<file path="src/rtl/l2_cache_control_if.sv">
// Arbiter and physical-memory handshake bundle for the L2 cache controller.
// The slave side is the controller; the master side is its environment
// (request arbiter plus physical memory).
interface l2_cache_control_if;
    logic mem_read;
    logic mem_write;
    logic mem_resp;
    logic pmem_read;
    logic pmem_write;
    logic pmem_resp;

    modport master (
        output mem_read,
        output mem_write,
        output pmem_resp,
        input  mem_resp,
        input  pmem_read,
        input  pmem_write
    );

    modport slave (
        input  mem_read,
        input  mem_write,
        input  pmem_resp,
        output mem_resp,
        output pmem_read,
        output pmem_write
    );
endinterface

</file>
<file path="src/rtl/l2_cache_control.sv">
// L2 cache controller FSM: hit check, dirty-victim writeback, line fill,
// plus saturating hit/miss performance counters that ignore post-fill hits.
module l2_cache_control #(
    parameter int CNT_W = 32
) (
    input  logic               clk,
    input  logic               rst,
    l2_cache_control_if.slave  bus,
    input  logic               in_cache,
    input  logic               dirty_overwrite,
    output logic               cache_write,
    output logic               cache_read,
    output logic               from_processor,
    output logic               read,
    output logic               write,
    output logic               lru_update,
    output logic               miss_cache_read,
    output logic [CNT_W-1:0]   hit_count,
    output logic [CNT_W-1:0]   miss_count
);

    typedef enum logic [1:0] {
        IDLE,
        CHECK,
        WRITEBACK,
        FETCH
    } state_t;

    state_t state;
    state_t next_state;
    logic   refill;
    logic   req;
    logic   is_write;
    logic   check_hit;
    logic   check_miss;

    // A simultaneous read and write strobe is serviced as a write.
    assign req        = bus.mem_read | bus.mem_write;
    assign is_write   = bus.mem_write;
    assign check_hit  = (state == CHECK) && req && in_cache;
    assign check_miss = (state == CHECK) && req && !in_cache;

    // State register; reset abandons any pmem transaction in flight.
    always_ff @(posedge clk) begin
        if (!rst) begin
            state <= IDLE;
        end else begin
            state <= next_state;
        end
    end

    // Next-state logic; a dropped request still lets the fill finish, then CHECK falls back to IDLE.
    always_comb begin
        next_state = state;
        case (state)
            IDLE: begin
                if (req) begin
                    next_state = CHECK;
                end
            end
            CHECK: begin
                if (!req || in_cache) begin
                    next_state = IDLE;
                end else if (dirty_overwrite) begin
                    next_state = WRITEBACK;
                end else begin
                    next_state = FETCH;
                end
            end
            WRITEBACK: begin
                if (bus.pmem_resp) begin
                    next_state = FETCH;
                end
            end
            FETCH: begin
                if (bus.pmem_resp) begin
                    next_state = CHECK;
                end
            end
            default: begin
                next_state = IDLE;
            end
        endcase
    end

    // Datapath and memory controls; everything idles low unless the current state drives it.
    always_comb begin
        cache_write     = 1'b0;
        cache_read      = 1'b0;
        from_processor  = 1'b0;
        read            = 1'b0;
        write           = 1'b0;
        lru_update      = 1'b0;
        miss_cache_read = 1'b0;
        bus.mem_resp    = 1'b0;
        bus.pmem_read   = 1'b0;
        bus.pmem_write  = 1'b0;
        case (state)
            CHECK: begin
                if (req && in_cache) begin
                    lru_update   = 1'b1;
                    bus.mem_resp = 1'b1;
                    if (is_write) begin
                        write          = 1'b1;
                        cache_write    = 1'b1;
                        from_processor = 1'b1;
                    end else begin
                        read       = 1'b1;
                        cache_read = 1'b1;
                    end
                end
            end
            WRITEBACK: begin
                miss_cache_read = 1'b1;
                bus.pmem_write  = 1'b1;
            end
            FETCH: begin
                bus.pmem_read = 1'b1;
                if (bus.pmem_resp) begin
                    cache_write = 1'b1;
                end
            end
            default: begin
            end
        endcase
    end

    // Refill flag marks the re-check after a fill so its hit is not counted; counters saturate.
    always_ff @(posedge clk) begin
        if (!rst) begin
            refill     <= 1'b0;
            hit_count  <= '0;
            miss_count <= '0;
        end else begin
            if (next_state == IDLE) begin
                refill <= 1'b0;
            end else if (check_miss) begin
                refill <= 1'b1;
            end
            if (check_hit && !refill && (hit_count != '1)) begin
                hit_count <= hit_count + CNT_W'(1);
            end
            if (check_miss && !refill && (miss_count != '1)) begin
                miss_count <= miss_count + CNT_W'(1);
            end
        end
    end

endmodule
</file>
<file path="src/flat_wrapper.sv">
// flat-port wrapper written by rule: the top's interface ports become plain ports
module l2_cache_control_flat 
#(
    parameter int CNT_W = 32
)
  (clk, rst, in_cache, dirty_overwrite, cache_write, cache_read, from_processor, read, write, lru_update, miss_cache_read, hit_count, miss_count, bus_mem_read, bus_mem_write, bus_pmem_resp, bus_mem_resp, bus_pmem_read, bus_pmem_write);
  l2_cache_control_if bus_i ();
  input  logic clk;
  input  logic rst;
  input  logic in_cache;
  input  logic dirty_overwrite;
  output logic cache_write;
  output logic cache_read;
  output logic from_processor;
  output logic read;
  output logic write;
  output logic lru_update;
  output logic miss_cache_read;
  output logic [CNT_W-1:0] hit_count;
  output logic [CNT_W-1:0] miss_count;
  input wire logic [$bits(bus_i.mem_read)-1:0] bus_mem_read;
  input wire logic [$bits(bus_i.mem_write)-1:0] bus_mem_write;
  input wire logic [$bits(bus_i.pmem_resp)-1:0] bus_pmem_resp;
  output wire logic [$bits(bus_i.mem_resp)-1:0] bus_mem_resp;
  output wire logic [$bits(bus_i.pmem_read)-1:0] bus_pmem_read;
  output wire logic [$bits(bus_i.pmem_write)-1:0] bus_pmem_write;
  assign bus_i.mem_read = bus_mem_read;
  assign bus_i.mem_write = bus_mem_write;
  assign bus_i.pmem_resp = bus_pmem_resp;
  assign bus_mem_resp = bus_i.mem_resp;
  assign bus_pmem_read = bus_i.pmem_read;
  assign bus_pmem_write = bus_i.pmem_write;
  l2_cache_control #(.CNT_W(CNT_W)) u_core (.clk(clk), .rst(rst), .bus(bus_i), .in_cache(in_cache), .dirty_overwrite(dirty_overwrite), .cache_write(cache_write), .cache_read(cache_read), .from_processor(from_processor), .read(read), .write(write), .lru_update(lru_update), .miss_cache_read(miss_cache_read), .hit_count(hit_count), .miss_count(miss_count));
endmodule
</file>
<file path="config.mk">
export PLATFORM = sky130hd
export DESIGN_NAME = l2_cache_control_flat
export DESIGN_NICKNAME = d
export VERILOG_FILES = /design/src/rtl/l2_cache_control_if.sv /design/src/rtl/l2_cache_control.sv /design/src/flat_wrapper.sv
export SDC_FILE = /design/constraint.sdc
export NUM_CORES = 1
export LEC_CHECK = 0
export CORE_UTILIZATION = 50
export DETAILED_ROUTE_END_ITERATION = 6
export PLACE_DENSITY = 0.83
export SKIP_CTS_REPAIR_TIMING = 1
export SYNTH_ARGS = -nofsm -noshare
export SYNTH_HDL_FRONTEND = slang
export SYNTH_SLANG_ARGS = --single-unit
</file>
<file path="constraint.sdc">
create_clock -name clk -period 2.75 [get_ports clk]
set_input_delay 0.825 -clock clk [delete_from_list [all_inputs] [get_ports clk]]
set_output_delay 0.825 -clock clk [all_outputs]
set_load 0.02 [all_outputs]
</file>
* Word level (Yosys, flattened, before mapping)
Cells that the tools add are included.
** Storage, ports and cells
- Bits in registers :: 67
- Input bits :: 7
- Output and inout port bits :: 74
** Operators by class
- Add/sub/neg operators :: 2
- Equal/unequal tests :: 5
- Muxes and demuxes :: 18
- Bitwise gates (word level) :: 2
- Reduce and logical (&&, ||, !) cells :: 15
** Operators with widths (count)
- adder 32 x 1 -> 32 bit, second input constant :: 2
- inequality test 32 bit, second input constant :: 2
- two-way mux 1 bit :: 12
- logical AND 1 bit :: 8
- two-way mux 2 bit :: 4
- one-hot mux 2 bit (4 select lines) :: 1
- == test 2 bit, second input constant :: 2
- zero test 2 bit :: 2
- zero test 1 bit :: 3
- == test 2 x 1 -> 1 bit, second input constant :: 1
- one-hot mux 1 bit (2 select lines) :: 1
- OR reduction 2 bit :: 1
- logical OR 1 bit :: 1
- NOT 1 bit :: 1
- bitwise OR 1 bit :: 1

* Longest topological paths before layout
- Depth after elaboration :: 7
- Mapped depth :: 8

* Worst setup path after synthesis
OpenSTA, ideal clock, no wires.
- Path kind :: input port to output port
- From :: in bus_mem_write
- To :: out read
- Arrival :: 1849 ps
- Required time :: 1925 ps
- Setup slack :: 76 ps
- Cell stages on the path :: 4
- Path buffers :: 1
- Cell sequence :: or2_2 -> and3_1 -> nor2b_1 -> buf_4
** Between the ends
- Word-level cells in the longest chain between the ends :: 4
** RTL lines
- from (decl) :: line flat_wrapper.sv:22 : input wire logic [$bits(bus_i.mem_write)-1:0] bus_mem_write;
- bitwise OR 1 bit :: line l2_cache_control.sv:38 : assign req = bus.mem_read | bus.mem_write;
- logical AND 1 bit :: line l2_cache_control.sv:100 : if (req && in_cache) begin
- two-way mux 1 bit (*) (2 in a row)
- to (decl) :: line flat_wrapper.sv:15 : output logic read;
Every way passes the cells marked *; elsewhere a longest branch is shown, timed or not.

* Final worst setup path
- From :: in in_cache
- To :: out cache_write
** Between the ends
- Word-level cells in the longest chain between the ends :: 3
** RTL lines
- from (decl) :: line flat_wrapper.sv:10 : input logic in_cache;
- logical AND 1 bit :: line l2_cache_control.sv:100
- two-way mux 1 bit :: line l2_cache_control.sv:100
- one-hot mux 1 bit (2 select lines) :: line l2_cache_control.sv:98 : case (state)
- to (decl) :: line flat_wrapper.sv:12 : output logic cache_write;
No other way between the ends.

==> results.ini <==
[run_status]
status=completed

[synthesis]
synth_fp_nets=431
seq_area_frac_synth_pct=38.0
synthFlopType=dfxtp_1
synthArstFlopShare_pct=0
syn_area_um2=3530
synth_edf_count=0
yosys_warnings=0
netlist_instances=422
ys_ff_latch=67
syn_avg_cell_area_um2=8.36
synth.distinct_cells=52

[setup_path]
path_class=input port to output pin
required_ns=1.93
worst_path_dominant_cell_family=buffers and inverters
cp_slowest_cell=clkdlybuf4s50_1
crit_fanout=3
path_buf_inv=2
startpoint_type=input port
max_stage_delay_ns=0.51
endpoint_kind=output pin
arrival_ns=1.86
worstPathCellList=clkdlybuf4s50_1, and3_1, o21a_1, dlymetal6s2s_1

[floorplan]
start_util_pct=52.0
rows=30
chipHeight_um=86.0
core_um2=6790
die_width_um=86.0
dieArea_um2=7400
io_pins=81

[timing]
relSlewSlack_pct=51.6
setup_viol=0
hold_violations=0
min_period_over_period_pct=97.7
slew_viol_final=0
rsz0062_at_grt=false
max_freq_mhz=372
min_period_ns=2.69
tightest_slew_ns=0.720
finClkSkew_ns=0.00561

[pwr]
p_per_area_nw_per_um2=387
vdd_ir_drop_max_v=0.000230
power_leakage_nw=1.59

[drt]
vias=3674
ant_nets=0
drt-total-wl_um=9180
dr.pass1.iters=5
drtIter0Drc=283
drc=0
wl_per_cell_um=14.8
vias_per_cell=5.92

[cells_and_area]
multi_input_area_um2=2060
fin_cells=621
drive_above_1_share_pct=12.2
areaGrowthSynthToFinish_pct=34.8
final_util_pct=70.1
seqCellArea_um2=1340
final_nets=533
diodes=0
finalInstanceArea_um2=4760
fillCellCount=555

[grt]
grt_max_degree=39
overflow=0
grt_pass1_vias=3279
grt_pass1_wl_um=15100
grt_use_total_pct=25.4
antenna_found_initial=0

[clocking]
clock_latency_ns=0.34
cts_tree=done
cts_sinks=67
cts_buffers=9
path_clk_slew_ns=0.06
root_buffer=clkbuf_8
clk_path_buf_depth=2
htree_num_levels=3

[placed_design]
hpwl_um=6500
portBuffers=80
gp_congestion=0.890
post-place-cells=609
place_area_um2=4580

[run]
max-cap-violations=0

[min_path]
hold_class=flop to flop

==> power breakdown <==
group	total [mW]	switching, mW	internal, mW
clock network	0.694	0.337	0.357
logic	0.157	0.0830	0.0745
registers	0.989	0.0116	0.977
==> flip-flops by register name (all words and copies together) (netlist names) <==
register / cells
u_core.hit_count: 32
u_core.miss_count: 32
u_core.state: 2
u_core.refill: 1
==> layout make-up <==
class                           instances  area share [%]
Multi-Input combinational cell        326            43.3
Clock buffer                           12            3.26
Sequential cell                        67            28.2
Tap cell                               96            2.52
Timing Repair Buffer                  110            22.0
Inverter                               10           0.789
==> tightest hold or removal path: cells and delay by family (launching register included) <==
| family | cells | cell delay [ns] |
|---|---|---|
| flops | 1 | 0.34 |
| simple gates | 1 | 0.06 |
| mux | 1 | 0.06 |
==> layer usage <==
layer / track usage, % / up-vias / wire length, µm
met4: 8.64 / 0 / 144
li1: - / 1799 / -
met1: 34.0 / 1722 / 4210
met2: 41.2 / 140 / 4280
met5: 0 / - / 0
met3: 4.52 / 13 / 541
==> layout by cell type, fill, tap and decap left out, types with 2 or more instances in the layout <==
| cell type | count |
|---|---|
| a21oi_1 | 40 |
| a31o_2 | 2 |
| a31oi_1 | 2 |
| and2_1 | 3 |
| and3_1 | 8 |
| and4_1 | 5 |
| buf_4 | 30 |
| buf_6 | 2 |
| clkbuf_8 | 11 |
| clkdlybuf4s50_1 | 71 |
| dfxtp_1 | 67 |
| dlymetal6s2s_1 | 5 |
| ha_1 | 2 |
| inv_1 | 10 |
| mux2i_1 | 9 |
| nand2_1 | 40 |
| nand2b_1 | 9 |
| nand3_1 | 26 |
| nand4_1 | 17 |
| nor2_1 | 19 |
| nor2b_1 | 3 |
| nor3_1 | 7 |
| nor3_2 | 3 |
| nor4_1 | 5 |
| nor4b_1 | 2 |
| o211ai_1 | 2 |
| o21a_1 | 6 |
| o21ai_0 | 24 |
| o311a_1 | 2 |
| o311ai_4 | 2 |
| o31a_1 | 2 |
| o31ai_1 | 17 |
| or2_2 | 3 |
| or3_1 | 22 |
| or4_1 | 16 |
| xnor2_1 | 5 |
| xor2_1 | 5 |
==> kinds of logic after synthesis <==
logic type / count (synthesis) / synth area share [%]
AO/OA/AOI/OAI: 105 / 19.3
XOR/XNOR: 10 / 2.48
adder cells (fa/ha/maj): 2 / 0.709
buffers and inverters: 29 / 4.08
flip-flops: 67 / 38.0
multiplexers: 9 / 2.55
AND/OR/NAND/NOR: 200 / 32.9
==> Yosys cell counts (2+ instances only) <==
cell	number	area share [%]
o211ai_1	2	0.43
o31ai_1	17	3.6
o311ai_4	2	1.5
buf_2	3	0.43
a21oi_1	40	5.7
nor4_1	5	0.89
or2_2	4	0.71
xnor2_1	5	1.2
xor2_1	5	1.2
buf_4	6	1.3
or4_1	16	3.4
and3_1	9	1.6
ha_1	2	0.71
nand4_1	17	3.0
and4_1	5	1.2
clkbuf_1	8	0.85
o21a_1	6	1.3
nand3_1	26	3.7
nand2_1	40	4.3
a31o_2	2	0.50
nor4b_1	2	0.50
nor3_1	7	0.99
o21ai_0	24	3.4
or3_1	22	3.9
and2_1	3	0.53
nor3_2	3	0.85
nor2b_1	4	0.71
a31oi_1	2	0.35
nor2_1	19	2.0
mux2i_1	9	2.6
inv_1	10	1.1
nand2b_1	9	1.6
o311a_1	2	0.57
dfxtp_1	67	38
o31a_1	2	0.50
==> path summary, 6_finish.rpt <==
kind / slack (ns) / startpoint / end / cells after the start
worst min register to register: 0.51 / u_core.hit_count[18]$_SDFFE_PN0P_ / u_core.hit_count[18]$_SDFFE_PN0P_ / 2
worst max-delay path: 0.06 / in_cache / cache_write / 4
worst max register to register: 0.40 / u_core.hit_count[20]$_SDFFE_PN0P_ / u_core.hit_count[0]$_SDFFE_PN0P_ / 6
worst min-delay path: 0.51 / u_core.hit_count[18]$_SDFFE_PN0P_ / u_core.hit_count[18]$_SDFFE_PN0P_ / 2
==> metrics by stage <==
stage / setup TNS, ns / power, mW / worst slack, ns / hold WS [ns]
2_1_floorplan: 0 / 1.10 / 0.0755 / 0.519
3_3_place_gp: -5.36 / 1.16 / -0.492 / 0.465
3_5_place_dp: -6.76 / 1.17 / -0.508 / 0.498
4_1_cts: -3.15 / 1.85 / -0.508 / 0.510
5_1_grt: 0 / 1.91 / 0.0204 / 0.536
6_report: 0 / 1.84 / 0.0632 / 0.509
Note: power is estimated with default switching activity, not from simulation.
